**config.mk**
```make
export PLATFORM = sky130hd
export DESIGN_NAME = pc_redirect_controller
export DESIGN_NICKNAME = d
export VERILOG_FILES = /design/src/rtl/pc_redirect_controller.sv
export SDC_FILE = /design/constraint.sdc
export NUM_CORES = 1
export LEC_CHECK = 0
export BUFFER_PORTS_ARGS = -buffer_cell sky130_fd_sc_hd__buf_4
export CAP_MARGIN = 20
export CORE_ASPECT_RATIO = 0.6
export CORE_UTILIZATION = 30
export CTS_CLUSTER_DIAMETER = 50
export DETAILED_ROUTE_END_ITERATION = 8
export GPL_ROUTABILITY_DRIVEN = 0
export SETUP_SLACK_MARGIN = 0.05
export SLEW_MARGIN = 20
export SYNTH_ARGS = -nofsm -noshare
export SYNTH_HDL_FRONTEND = slang
export SYNTH_SLANG_ARGS = --single-unit
```
**constraint.sdc**
```tcl
create_clock -name CLK -period 3.06 [get_ports CLK]
set_input_delay 0.153 -clock CLK [delete_from_list [all_inputs] [get_ports CLK]]
set_output_delay 0.153 -clock CLK [all_outputs]
set_load 0.03 [all_outputs]
```
**src/rtl/pc_redirect_controller.sv**
```systemverilog
// ---------------------------------------------------------------------------
// pc_redirect_controller
//
// Purpose:
//   Owns the IF-stage program counter and sequences every change to it:
//   - sequential +4 advance
//   - hold on a hazard stall or an instruction-memory wait
//   - redirects requested by the branch/jump unit
//   An applied redirect loads the PC and raises IF/ID and ID/EX flush pulses
//   for FLUSH_CYCLES cycles. While those pulses drain, further redirect
//   requests are ignored, so a held request cannot re-trigger.
//
// Ports:
//   CLK             in   system clock, rising edge
//   RESET           in   asynchronous active-low reset
//   stall           in   hazard-unit stall, hold PC
//   imem_busy       in   instruction memory not ready, hold PC
//   redirect_valid  in   redirect request from the branch/jump unit
//   redirect_target in   [31:0] redirect target address
//   PC              out  [31:0] current fetch address (registered)
//   pc_write_en     out  PC changes on the next edge (combinational)
//   if_id_flush     out  flush IF/ID register (registered)
//   id_ex_flush     out  flush ID/EX register (registered)
//   misalign_exc    out  one-cycle pulse on a misaligned redirect target
//   state_dbg       out  [1:0] FSM state: RUN=0, WAIT_MEM=1, FLUSH=2
//   redirect_count  out  [31:0] number of applied redirects
//
// Optional feature:
//   REDIRECT_PERF_CNT_EN - when defined, redirect_count is a saturating
//   counter of applied redirects. When undefined, it is tied to zero.
// ---------------------------------------------------------------------------
module pc_redirect_controller #(
   parameter logic [31:0] RESET_VECTOR = 32'h0000_0000,
   parameter logic [31:0] TRAP_VECTOR  = 32'h0000_0004,
   parameter int          FLUSH_CYCLES = 2
) (
   input  logic        CLK,
   input  logic        RESET,
   input  logic        stall,
   input  logic        imem_busy,
   input  logic        redirect_valid,
   input  logic [31:0] redirect_target,
   output logic [31:0] PC,
   output logic        pc_write_en,
   output logic        if_id_flush,
   output logic        id_ex_flush,
   output logic        misalign_exc,
   output logic [1:0]  state_dbg,
   output logic [31:0] redirect_count
);

   typedef enum logic [1:0] {
      ST_RUN      = 2'd0,
      ST_WAIT_MEM = 2'd1,
      ST_FLUSH    = 2'd2
   } state_t;

   // The counter is loaded with FLUSH_CYCLES-1, so the flushes stay high
   // for FLUSH_CYCLES cycles including the one in which it reaches zero.
   localparam logic [2:0] FLUSH_LOAD = 3'(FLUSH_CYCLES - 1);

   state_t      r_state;
   logic [31:0] r_pc;
   logic [31:0] r_pending;
   logic [2:0]  r_cnt;
   logic        r_if_id_flush;
   logic        r_id_ex_flush;
   logic        r_misalign;

   logic        w_apply;
   logic [31:0] w_apply_tgt;
   logic        w_misalign;
   logic [31:0] w_next_pc;
   logic        w_pc_write_en;

   // Next-PC selection and redirect-apply decode for the current state.
   always_comb begin
      w_apply     = 1'b0;
      w_apply_tgt = redirect_target;
      w_next_pc   = r_pc;
      case (r_state)
         ST_RUN: begin
            // A redirect beats a stall: the stalled instruction is younger
            // and gets flushed anyway.
            if (redirect_valid && !imem_busy) begin
               w_apply = 1'b1;
            end else if (redirect_valid || stall || imem_busy) begin
               w_next_pc = r_pc;
            end else begin
               w_next_pc = r_pc + 32'd4;
            end
         end
         ST_WAIT_MEM: begin
            if (!imem_busy) begin
               w_apply = 1'b1;
               // Latest request wins, even on the cycle memory frees up.
               w_apply_tgt = redirect_valid ? redirect_target : r_pending;
            end else begin
               w_next_pc = r_pc;
            end
         end
         ST_FLUSH: begin
            if (stall || imem_busy) begin
               w_next_pc = r_pc;
            end else begin
               w_next_pc = r_pc + 32'd4;
            end
         end
         default: begin
            w_next_pc = r_pc;
         end
      endcase

      w_misalign = w_apply && (w_apply_tgt[1:0] != 2'b00);
      if (w_apply) begin
         w_next_pc = w_misalign ? TRAP_VECTOR : w_apply_tgt;
      end else begin
         w_next_pc = w_next_pc;
      end

      if (r_state == ST_WAIT_MEM) begin
         w_pc_write_en = w_apply;
      end else begin
         w_pc_write_en = (w_next_pc != r_pc);
      end
   end

   // Controller FSM: PC, pending target, flush counter and flush/exception outputs.
   always_ff @(posedge CLK or negedge RESET) begin
      if (!RESET) begin
         r_state       <= ST_RUN;
         r_pc          <= RESET_VECTOR;
         r_pending     <= 32'd0;
         r_cnt         <= 3'd0;
         r_if_id_flush <= 1'b0;
         r_id_ex_flush <= 1'b0;
         r_misalign    <= 1'b0;
      end else begin
         r_pc       <= w_next_pc;
         r_misalign <= w_misalign;
         if (w_apply) begin
            r_state       <= ST_FLUSH;
            r_cnt         <= FLUSH_LOAD;
            r_if_id_flush <= 1'b1;
            r_id_ex_flush <= 1'b1;
         end else begin
            case (r_state)
               ST_RUN: begin
                  // Apply was blocked by imem_busy: park the target.
                  if (redirect_valid) begin
                     r_pending <= redirect_target;
                     r_state   <= ST_WAIT_MEM;
                  end else begin
                     r_state <= ST_RUN;
                  end
                  r_if_id_flush <= 1'b0;
                  r_id_ex_flush <= 1'b0;
               end
               ST_WAIT_MEM: begin
                  if (redirect_valid) begin
                     r_pending <= redirect_target;
                  end else begin
                     r_pending <= r_pending;
                  end
                  r_state       <= ST_WAIT_MEM;
                  r_if_id_flush <= 1'b0;
                  r_id_ex_flush <= 1'b0;
               end
               ST_FLUSH: begin
                  // redirect_valid is deliberately not looked at here.
                  if (r_cnt == 3'd0) begin
                     r_state       <= ST_RUN;
                     r_if_id_flush <= 1'b0;
                     r_id_ex_flush <= 1'b0;
                  end else begin
                     r_cnt         <= r_cnt - 3'd1;
                     r_if_id_flush <= 1'b1;
                     r_id_ex_flush <= 1'b1;
                  end
               end
               default: begin
                  r_state       <= ST_RUN;
                  r_if_id_flush <= 1'b0;
                  r_id_ex_flush <= 1'b0;
               end
            endcase
         end
      end
   end

`ifdef REDIRECT_PERF_CNT_EN
   logic [31:0] r_redirect_count;

   // Saturating count of applied redirects; only reset clears it.
   always_ff @(posedge CLK or negedge RESET) begin
      if (!RESET) begin
         r_redirect_count <= 32'd0;
      end else if (w_apply && (r_redirect_count != 32'hFFFF_FFFF)) begin
         r_redirect_count <= r_redirect_count + 32'd1;
      end else begin
         r_redirect_count <= r_redirect_count;
      end
   end

   assign redirect_count = r_redirect_count;
`else
   assign redirect_count = 32'd0;
`endif

   assign PC           = r_pc;
   assign pc_write_en  = w_pc_write_en;
   assign if_id_flush  = r_if_id_flush;
   assign id_ex_flush  = r_id_ex_flush;
   assign misalign_exc = r_misalign;
   assign state_dbg    = r_state;

endmodule

```
==> qor.csv, run 1 <==
stage,metric,value,unit
outcome,status,"complete, but fails checks",
outcome,failing checks,setup timing,
critical_path,RR Startpoint,state_dbg[0]$_DFFE_PN0P_,
cts,worst skew pair latency,0.34,ns
global_routing,gr usage total,21.1,%
critical_path,Worst Setup End Kind,output port,
sta,Period minus WS final,3.18,ns
logic_synthesis,most used flip-flop cell after synthesis,dfrtp_1,
sta,Setup WS post-layout,-0.122,ns
logic_synthesis,Synth Area in Compound Gates,14.6,%
sta,final setup vio count,1,
final_layout,ANT cells,0,
sta,worst slew pin tran,0.945,ns
cts,Num CTS Buffers,9,
cts,clk buf depth,2,
drt,drt first pass iters,5,
drt,DRT met1 WL,7820,um
sta,Hold Fails Final Rpt,0,
drt,routed vias/inst,5.63,
global_routing,first-pass GRT wire length,25400,um
final_layout,share of post-route cells with drive strength above 1,34.2,%
drt,uppermost layer routed,met4,
sta,RSZ-0062 raised after global routing,true,
worst_hold_path,Hold Crit Class,input port to flip-flop,
logic_synthesis,register bit total from synthesis,71,
power_and_ir_drop,Max IR drop VDD,292,uV
cts,H-tree depth,3,
logic_synthesis,main combinational cell family by area after synthesis,simple AND/OR/NAND/NOR gates,
critical_path,"Slowest-stage cell, CP",or4b_4,
critical_path,R2R Setup Slk,0.31,ns
logic_synthesis,fraction of the mapped netlist area in adder cells,0.803,%
die,row count,34,
critical_path,Worst setup SP type,flip-flop,
cts,CTS Root Cell,clkbuf_16,
final_layout,nets@finish,629,
sta,relative slew slack,37.0,%
drt,met3 WL post-DR,2200,um
drt,via count,4460,
logic_synthesis,Synth top area share,38.0,%
final_layout,"commonest non-fill, non-tap cell in the layout",buf_4,
logic_synthesis,simple-gate share of the synthesized area,19.2,%
critical_path,Crit path arrival time,3.03,ns
logic_synthesis,synthesized area per cell,9.45,sq um
drt,total wire length,16600,um
global_routing,vias in the first global route,4285,
drt,"antenna viol nets, final",0,
logic_synthesis,"Seq/Total Area, Yosys",38.0,%
die,initial core utilization,31.5,%
worst_hold_path,hold path start,redirect_target[30],
drt,Avg WL per Cell,20.9,um
logic_synthesis,mux cell area share after synthesis,12.4,%
critical_path,crit path max fanout,5,
critical_path,Worst R2R Path Depth,10,
logic_synthesis,Cell variety after synth,69,
critical_path,R2R Path End,PC[26]$_DFF_PN0_,
sta,Final Slew Violations,0,
drt,routed wl met2,6420,um
drt,drt drc,0,
die,die area,16100,sq um
die,Die Height,98.7,um
logic_synthesis,Cells after Synth,495,
critical_path,max incr delay on CP,0.58,ns
global_routing,antenna violations before repair,0,
sta,clock skew,0.00705,ns
logic_synthesis,xor/xnor share of the synthesized area,5.81,%
worst_hold_path,Hold Path End,r_pending[30]$_DFFE_PN0P_,
final_layout,Layout area overhead,28.9,%
run,# Max-Cap Violations,0,
power_and_ir_drop,power per cell area,825,nW/um^2
cts,Worst-path clk slew,0.06,ns
final_layout,Final Util,40.6,%
die,Die Wd,163,um
cts,Clock Sinks,71,
worst_hold_path,worst hold path cell count,2,
placed_design,Final HPWL DP,12300,um
logic_synthesis,count of flip-flops with a built-in enable after synthesis,0,
die,CORE AREA,14800,sq um
placed_design,number of I/O port buffers,74,
logic_synthesis,"FFs w/ async S/R, synth",100,%
sta,fmax,0.314,GHz
logic_synthesis,largest cells by area after synthesis,"dfrtp_1 38%, mux2_2 8.4%, buf_4 5.6%",
final_layout,most frequent cells in the layout,"106 x buf_4, 70 x dfrtp_1, 35 x mux2_2",
critical_path,crit path kind,flip-flop to output port,
power_and_ir_drop,Pwr Total,4970,uW
power_and_ir_drop,P_leak,0.00258,uW
die,io pins,107,
placed_design,Post-Place Worst Slack,-0.0596,ns
logic_synthesis,YS warnings,0,
global_routing,global route overflow,0,
critical_path,cells along the critical path,"or4b_4, buf_8, mux2i_2, a32oi_1, a21oi_1, or4_4, nor4_4, a41oi_2, buf_6",
sta,crit share post-route,104,%
critical_path,CP Data Required Time,2.91,ns
logic_synthesis,cell taking the most area after synthesis,dfrtp_1,
logic_synthesis,Synth Cell Area,4680,sq um
sta,setup_tns,-0.122,ns
drt,DRT iter0 DRCs,631,
global_routing,pin count of the biggest net entering global routing,72,
cts,CTS tree,done,
[how the worst max path moves through the flow]
stage / start / end / depth (start not counted)
floorplan: state_dbg[1]$_DFFE_PN0P_ / pc_write_en / 8
global placement: redirect_valid / pc_write_en / 12
detailed placement: redirect_valid / pc_write_en / 12
CTS: state_dbg[1]$_DFFE_PN0P_ / pc_write_en / 9
global route: state_dbg[1]$_DFFE_PN0P_ / pc_write_en / 9
finish: state_dbg[1]$_DFFE_PN0P_ / pc_write_en / 9
[logic make-up after synthesis]
kind of cell,Yosys count
flip-flops,71
multiplexers,53
other,1
AO/OA/AOI/OAI,104
AND/OR/NAND/NOR,158
XOR/XNOR,31
buffers and inverters,74
adder cells (fa/ha/maj),3
[area by class of cell]
class / instances / area [sq um]
Sequential cell: 71 / 1780
Multi-Input combinational cell: 382 / 2730
Tap cell: 198 / 248
Clock inverter: 6 / 85.1
Inverter: 11 / 41.3
Clock buffer: 10 / 229
Fill cell: 1470 / 8820
Timing Repair Buffer: 114 / 918
[worst max-delay path: cells and delay by family, from the launching register on]
kind / cells / cell delay (ns)
mux: 1 / 0.17
buf+inv: 2 / 0.37
simple gates: 3 / 1.31
flops: 1 / 0.40
compound gates: 3 / 0.43
[through the flow]
| stage | hold WS (ns) | instance area [sq um] | std cells |
|---|---|---|---|
| 6_report | 0.0537 | 6030 | 792 |
| 5_1_grt | 0.0524 | 6030 | 792 |
| 4_1_cts | 0.0504 | 6000 | 792 |
| 3_5_place_dp | 0.355 | 5500 | 770 |
| 3_3_place_gp | 0.341 | 5500 | 770 |
| 2_1_floorplan | -0.143 | 4800 | 526 |
[state kept, by name, indices dropped and copies added, names as in the netlist]
name	cells
PC	32
r_pending	32
r_cnt	3
state_dbg	2
id_ex_flush	1
misalign_exc	1
[what timing repair did]
| action | CTS | global route |
|---|---|---|
| gates resized for setup | 24 | 7 |
| buffers inserted | 3 | 0 |
| hold buffers | 1 | 0 |
| endpoints found under the setup margin | 1 | 1 |
| pin swaps | 8 | 0 |
| hold endpoints to repair | 3 | 0 |
| gates cloned | 2 | 0 |
[synth_stat cells (3+ instances only)]
master	n
clkbuf_1	17
dfrtp_1	71
nand2_1	32
nand4_1	13
nor3_1	11
nor3b_1	3
buf_2	7
o21a_1	3
or3_1	6
xor2_1	9
xnor2_1	22
a21oi_1	12
and2_1	7
o21ai_0	27
o22ai_1	20
and3_1	5
a32oi_1	5
mux2_2	35
or4_1	3
nor2b_1	4
nor4_1	3
inv_1	11
nor2_1	32
buf_1	3
nand3_1	17
mux2i_1	17
ha_1	3
buf_4	35
o211ai_1	7
[where the power goes]
group | internal, uW | leakage [uW] | switching [uW] | total [uW]
registers | 1310 | 0.000894 | 411 | 1720
clock network | 710 | 0.000148 | 410 | 1120
logic | 930 | 0.00154 | 1210 | 2130
total | 2950 | 0.00258 | 2030 | 4970
[layer usage]
layer | track usage (%) | vias up
met3 | 7.07 | 20
met5 | 0 | -
li1 | - | 1934
met2 | 26.9 | 311
met1 | 33.2 | 2195
met4 | 3.81 | 0
No activity file was read; power rests on OpenSTA's default activity.
==> run 2, diff against run 1 <==
- ABC_AREA: unset -> 1
==> run 2 against run 1 <==
Against the previous run:
- the flow now finishes without violations
- clock power down 4%
- final area up 16%
- first-iteration DRC count is 0.16% higher
- global-route usage fell by 1.6 points
- largest power group unchanged
- highest routed layer unchanged
==> qor.csv, run 2 <==
stage,metric,value,unit
logic_synthesis,top-count cell post-synth,nand2_1,
cts,Worst-path clk slew,0.06,ns
cts,Num CTS Buffers,9,
power_and_ir_drop,sequential power share,29.2,%
power_and_ir_drop,Pwr Total,5640,uW
logic_synthesis,Synth Cell Area,5390,sq um
cts,worst skew pair latency,0.35,ns
critical_path,Worst Setup EP,pc_write_en,
global_routing,first-pass GRT wire length,27500,um
placed_design,dpl cells,1167,
final_layout,cell area after layout,6980,sq um
final_layout,ANT cells,0,
placed_design,cell area after placement,6080,sq um
logic_synthesis,Cell variety after synth,35,
sta,crit share post-route,95.7,%
critical_path,crit path kind,flip-flop to output port,
die,CORE AREA,17400,sq um
global_routing,antenna violations before repair,0,
final_layout,most frequent cells in the layout,"343 x nand2_1, 110 x buf_4, 103 x inv_1",
logic_synthesis,Cells after Synth,877,
cts,H-tree depth,3,
critical_path,Crit path arrival time,2.77,ns
drt,drt first pass iters,5,
die,Die Wd,175,um
drt,drt drc,0,
placed_design,Final HPWL DP,13100,um
power_and_ir_drop,Max IR drop VDD,359,uV
drt,DRT iter0 DRCs,632,
die,row count,37,
sta,setup_tns,0,ns
sta,hold_ws,0.125,ns
logic_synthesis,"FFs w/ async S/R, synth",100,%
sta,Final Slew Violations,0,
power_and_ir_drop,power per cell area,809,nW/um^2
run,# Max-Cap Violations,0,
logic_synthesis,register bit total from synthesis,71,
sta,relative slew slack,35.6,%
cts,CTS tree,done,
critical_path,R2R Path End,r_pending[2]$_DFFE_PN0P_,
power_and_ir_drop,Clk pwr share,19.0,%
drt,Avg WL per Cell,15.0,um
logic_synthesis,cell taking the most area after synthesis,dfrtp_1,
logic_synthesis,Synth top area share,33.0,%
sta,clock skew,0.0102,ns
logic_synthesis,largest cells by area after synthesis,"dfrtp_1 33%, nand2_1 25%, nand3_1 9.0%",
critical_path,RR Startpoint,state_dbg[0]$_DFFE_PN0P_,
critical_path,Worst R2R Path Depth,5,
drt,"antenna viol nets, final",0,
power_and_ir_drop,Power Internal,2950,uW
worst_hold_path,Hold Crit Class,input port to flip-flop,
drt,routed vias/inst,4.81,
sta,Hold Fails Final Rpt,0,
final_layout,Final Non-Filler Cells,1219,
logic_synthesis,"Seq/Total Area, Yosys",33.0,%
final_layout,nets@finish,1020,
power_and_ir_drop,P_leak,0.00364,uW
global_routing,global route overflow,0,
critical_path,CP Data Required Time,2.91,ns
logic_synthesis,most used flip-flop cell after synthesis,dfrtp_1,
drt,total wire length,18300,um
sta,fmax,0.342,GHz
sta,worst slew pin tran,0.966,ns
logic_synthesis,count of flip-flops with a built-in enable after synthesis,0,
logic_synthesis,YS warnings,0,
global_routing,gr usage total,19.5,%
cts,CTS Root Cell,clkbuf_16,
global_routing,vias in the first global route,4895,
die,die area,18500,sq um
critical_path,worst setup path start,state_dbg[1]$_DFFE_PN0P_,
critical_path,Worst setup SP type,flip-flop,
power_and_ir_drop,Net Sw Power,2690,uW
die,io pins,107,
power_and_ir_drop,Comb power frac,51.7,%
cts,Clock Sinks,71,
sta,Period minus WS final,2.93,ns
sta,final setup vio count,0,
final_layout,"commonest non-fill, non-tap cell in the layout",nand2_1,
drt,via count,5862,
placed_design,number of I/O port buffers,74,
die,Die Height,106,um
final_layout,share of post-route cells with drive strength above 1,21.1,%
critical_path,Worst Setup End Kind,output port,
outcome,status,"finished, final reports clean",
logic_synthesis,synthesized area per cell,6.14,sq um
logic_synthesis,Post-synth top cells,"352 x nand2_1, 105 x inv_1, 97 x nand3_1",
power_and_ir_drop,Sw Share,47.7,%
sta,RSZ-0062 raised after global routing,true,
critical_path,R2R Setup Slk,1.05,ns
global_routing,pin count of the biggest net entering global routing,72,
die,initial core utilization,31.0,%
critical_path,crit path max fanout,7,
cts,clk buf depth,2,
final_layout,Layout area overhead,29.6,%
==> run 2: timing repair <==
action | 4_1_cts | 5_1_grt
gates resized for setup | 19 | 60
setup buffers | 3 | 27
hold buffers | 1 | 0
endpoints found under the setup margin | 1 | 1
gates cloned | 0 | 5
hold endpoints to repair | 10 | 0
pin swaps | 3 | 17
==> run 2: worst min path at each step <==
stage | start | slack [ns] | depth (start not counted) | end
finish | imem_busy | 0.12 | 3 | state_dbg[0]$_DFFE_PN0P_
global route | imem_busy | 0.13 | 3 | state_dbg[0]$_DFFE_PN0P_
CTS | imem_busy | 0.10 | 3 | state_dbg[0]$_DFFE_PN0P_
detailed placement | RESET | 0.37 | 1 | r_pending[5]$_DFFE_PN0P_
global placement | RESET | 0.37 | 1 | r_pending[4]$_DFFE_PN0P_
floorplan | RESET | -0.14 | 0 | PC[0]$_DFF_PN0_
==> run 2: kinds of logic after synthesis <==
family	share of synthesized area, %
compound gates	9.27
simple gates	40.9
mux	0.581
xor+xnor	0.325
fa+ha+maj	0.697
buf+inv	15.1
flops	33.0
other cells	0.0696
==> run 2: power groups by stage <==
stage / registers [uW] / clock network [uW] / logic, uW
finish: 1650 / 1070 / 2920
global route: 1700 / 1130 / 3220
CTS: 1620 / 1090 / 2610
detailed placement: 1630 / 0 / 2540
global placement: 1630 / 0 / 2530
floorplan: 1840 / 0 / 1470
==> run 2: final cells by class <==
cell class | count | area, sq um
timing repair inverter | 1 | 5.00
tap | 234 | 293
clock inverter | 6 | 61.3
fill | 1816 | 10400
inverter | 110 | 423
sequential | 71 | 1790
multi-input combinational | 668 | 3190
clock buffer | 10 | 229
timing repair buffer | 119 | 983
==> run 2: routing by layer <==
metal	routed length [um]	up-vias	track usage [%]
met4	182	0	3.91
met1	8950	2664	30.1
met5	0	-	0
li1	-	2899	-
met3	2240	22	6.71
met2	6920	277	25.2
==> run 2: metrics by stage <==
stage,worst slack [ns],utilization [%]
2_1_floorplan,0.637,-
5_1_grt,-0.0168,40.2
6_report,0.132,40.2
3_3_place_gp,0.225,35.0
4_1_cts,0.0557,37.3
3_5_place_dp,0.202,35.0
==> run 2: worst max-delay path: stages, from the launching register on <==
cell      delay [ns]
dfrtp_2         0.46
inv_4           0.12
nand2_2         0.08
nor2_4          0.17
nand3_2         0.11
nand2_4         0.14
nand2_4         0.11
clkinv_2        0.15
nand2_1         0.11
nand2_1         0.09
nand2_1         0.05
nand2_1         0.05
nand2_1         0.06
nor2_2          0.15
nand2_1         0.08
nor2_1          0.11
nand2_1         0.07
nand2_1         0.06
nand2_1         0.08
buf_6           0.16
==> run 3, diff against run 2 <==
- CTS_CLUSTER_SIZE: unset -> 8
- clock period: 3.06 -> 3.1 ns (I/O delays scaled with it)
==> run 3 against run 2 <==
Against the previous run:
- critical path depth fell by 3
- clock power is essentially flat
- final cell count is 0.33% lower
- global-route usage up 0.089 points
- sequential cell count unchanged
- critical endpoint unchanged
- worst setup slack gained 0.019 ns
- sequential power fell by 2%
- combinational power is 3% lower
- register-to-register slack improved by 0.10 ns
- non-clock buffer count fell by 2
- the flow now finishes with violations (hold timing)
- highest routed layer unchanged
==> qor.csv, run 3 (synthesis gave the netlist of run 2 again) <==
stage,metric,value,unit
outcome,status,"complete, but fails checks",
outcome,failing checks,hold timing,
sta,setup_tns,0,ns
critical_path,RR Startpoint,state_dbg[0]$_DFFE_PN0P_,
cts,Clock Sinks,71,
die,initial core utilization,31.0,%
sta,clock skew,0.00734,ns
global_routing,gr usage total,19.6,%
drt,Avg WL per Cell,14.9,um
drt,DRT iter0 DRCs,642,
critical_path,Worst R2R Path Depth,7,
final_layout,Layout area overhead,27.6,%
sta,fmax,0.339,GHz
critical_path,crit path max fanout,7,
critical_path,Worst Setup End Kind,output port,
critical_path,Worst setup SP type,flip-flop,
cts,Worst-path clk slew,0.07,ns
sta,relative slew slack,34.6,%
worst_hold_path,Hold Crit Class,input port to async pin,
global_routing,global route overflow,0,
drt,drt first pass iters,5,
final_layout,"commonest non-fill, non-tap cell in the layout",nand2_1,
die,Die Height,106,um
drt,drt drc,0,
sta,hold_ws,-0.0609,ns
die,CORE AREA,17400,sq um
drt,total wire length,18100,um
cts,worst skew pair latency,0.35,ns
drt,via count,5891,
die,io pins,107,
cts,H-tree depth,3,
final_layout,share of post-route cells with drive strength above 1,20.2,%
global_routing,antenna violations before repair,0,
sta,RSZ-0062 raised after global routing,false,
sta,crit share post-route,95.1,%
global_routing,pin count of the biggest net entering global routing,72,
sta,Period minus WS final,2.95,ns
critical_path,crit path kind,flip-flop to output port,
critical_path,CP Data Required Time,2.94,ns
power_and_ir_drop,Max IR drop VDD,498,uV
sta,Setup WS post-layout,0.152,ns
cts,CTS tree,done,
critical_path,R2R Setup Slk,1.15,ns
sta,Final Slew Violations,0,
run,# Max-Cap Violations,0,
sta,Hold Fails Final Rpt,33,
drt,routed vias/inst,4.85,
cts,Num CTS Buffers,9,
global_routing,vias in the first global route,4932,
drt,"antenna viol nets, final",0,
power_and_ir_drop,power per cell area,804,nW/um^2
global_routing,first-pass GRT wire length,27800,um
cts,CTS Root Cell,clkbuf_16,
sta,final setup vio count,0,
die,die area,18500,sq um
placed_design,number of I/O port buffers,74,
sta,worst slew pin tran,0.981,ns
final_layout,nets@finish,1016,
critical_path,R2R Path End,r_pending[19]$_DFFE_PN0P_,
placed_design,Post-Place Worst Slack,0.216,ns
cts,clk buf depth,2,
critical_path,Crit path arrival time,2.79,ns
power_and_ir_drop,P_leak,0.00359,uW
final_layout,ANT cells,0,
final_layout,most frequent cells in the layout,"348 x nand2_1, 111 x buf_4, 104 x inv_1",
die,Die Wd,175,um
cts,hold_buf cts,0,
die,row count,37,
placed_design,Final HPWL DP,13100,um
## run 3: repair_timing
item	CTS	global route
gates resized for setup	13	57
gates cloned	1	2
endpoints found under the setup margin	1	1
pin swaps	1	18
endpoints found under the hold margin	0	0
setup buffers	0	28
## run 3: worst max path at each step
stage               slack [ns]                      from  depth (start not counted)     endpoint
floorplan                 0.68           PC[3]$_DFF_PN0_                         16  pc_write_en
global placement          0.23           PC[2]$_DFF_PN0_                         17  pc_write_en
detailed placement        0.22  state_dbg[1]$_DFFE_PN0P_                         18  pc_write_en
CTS                       0.05  state_dbg[1]$_DFFE_PN0P_                         18  pc_write_en
global route              0.03           PC[3]$_DFF_PN0_                         18  pc_write_en
finish                    0.15           PC[6]$_DFF_PN0_                         16  pc_write_en
## run 3: where the power goes
| group | internal [uW] | switching (uW) |
|---|---|---|
| combinational | 976 | 1850 |
| sequential | 1290 | 322 |
| clock | 629 | 460 |
## run 3: worst max-delay path, stage by stage, from the launching register on
cell	delay, ns
dfrtp_2	0.42
nand2_1	0.09
nor2_1	0.34
nand3_4	0.20
nor2_4	0.25
nand3_1	0.12
nand3_2	0.09
nand2_1	0.08
nand2_1	0.06
nand3_1	0.07
nor2_2	0.13
nand3_1	0.08
nor2_1	0.13
nand2_1	0.08
nand2_1	0.06
nand2_1	0.08
buf_6	0.16
## run 3: per-stage QoR
step                      hold slack (ns)  instance area [sq um]  instances  utilization [%]  power, uW
after floorplan                    -0.141                   5500        908                -       3270
after global routing               0.0277                   6870       1215             39.6       5920
after CTS                          0.0182                   6430       1185             37.0       5230
final                             -0.0609                   6870       1215             39.6       5530
after global placement              0.368                   6080       1168             35.0       4100
after detailed placement            0.384                   6080       1168             35.0       4110
## run 3: area by class of cell
class	instances	area, sq um
sequential	71	1790
timing repair buffer	117	941
inverter	110	425
tap	234	293
multi-input combinational	667	3120
clock buffer	10	229
fill	1847	10500
clock inverter	6	70.1
## run 3: layer usage
layer	vias to the layer above	share of wire (%)	global-route usage, %
li1	2884	-	-
met1	2700	50	31.3
met2	293	38	25.5
met3	14	11	5.81
met4	0	0.61	2.42
met5	-	0	0
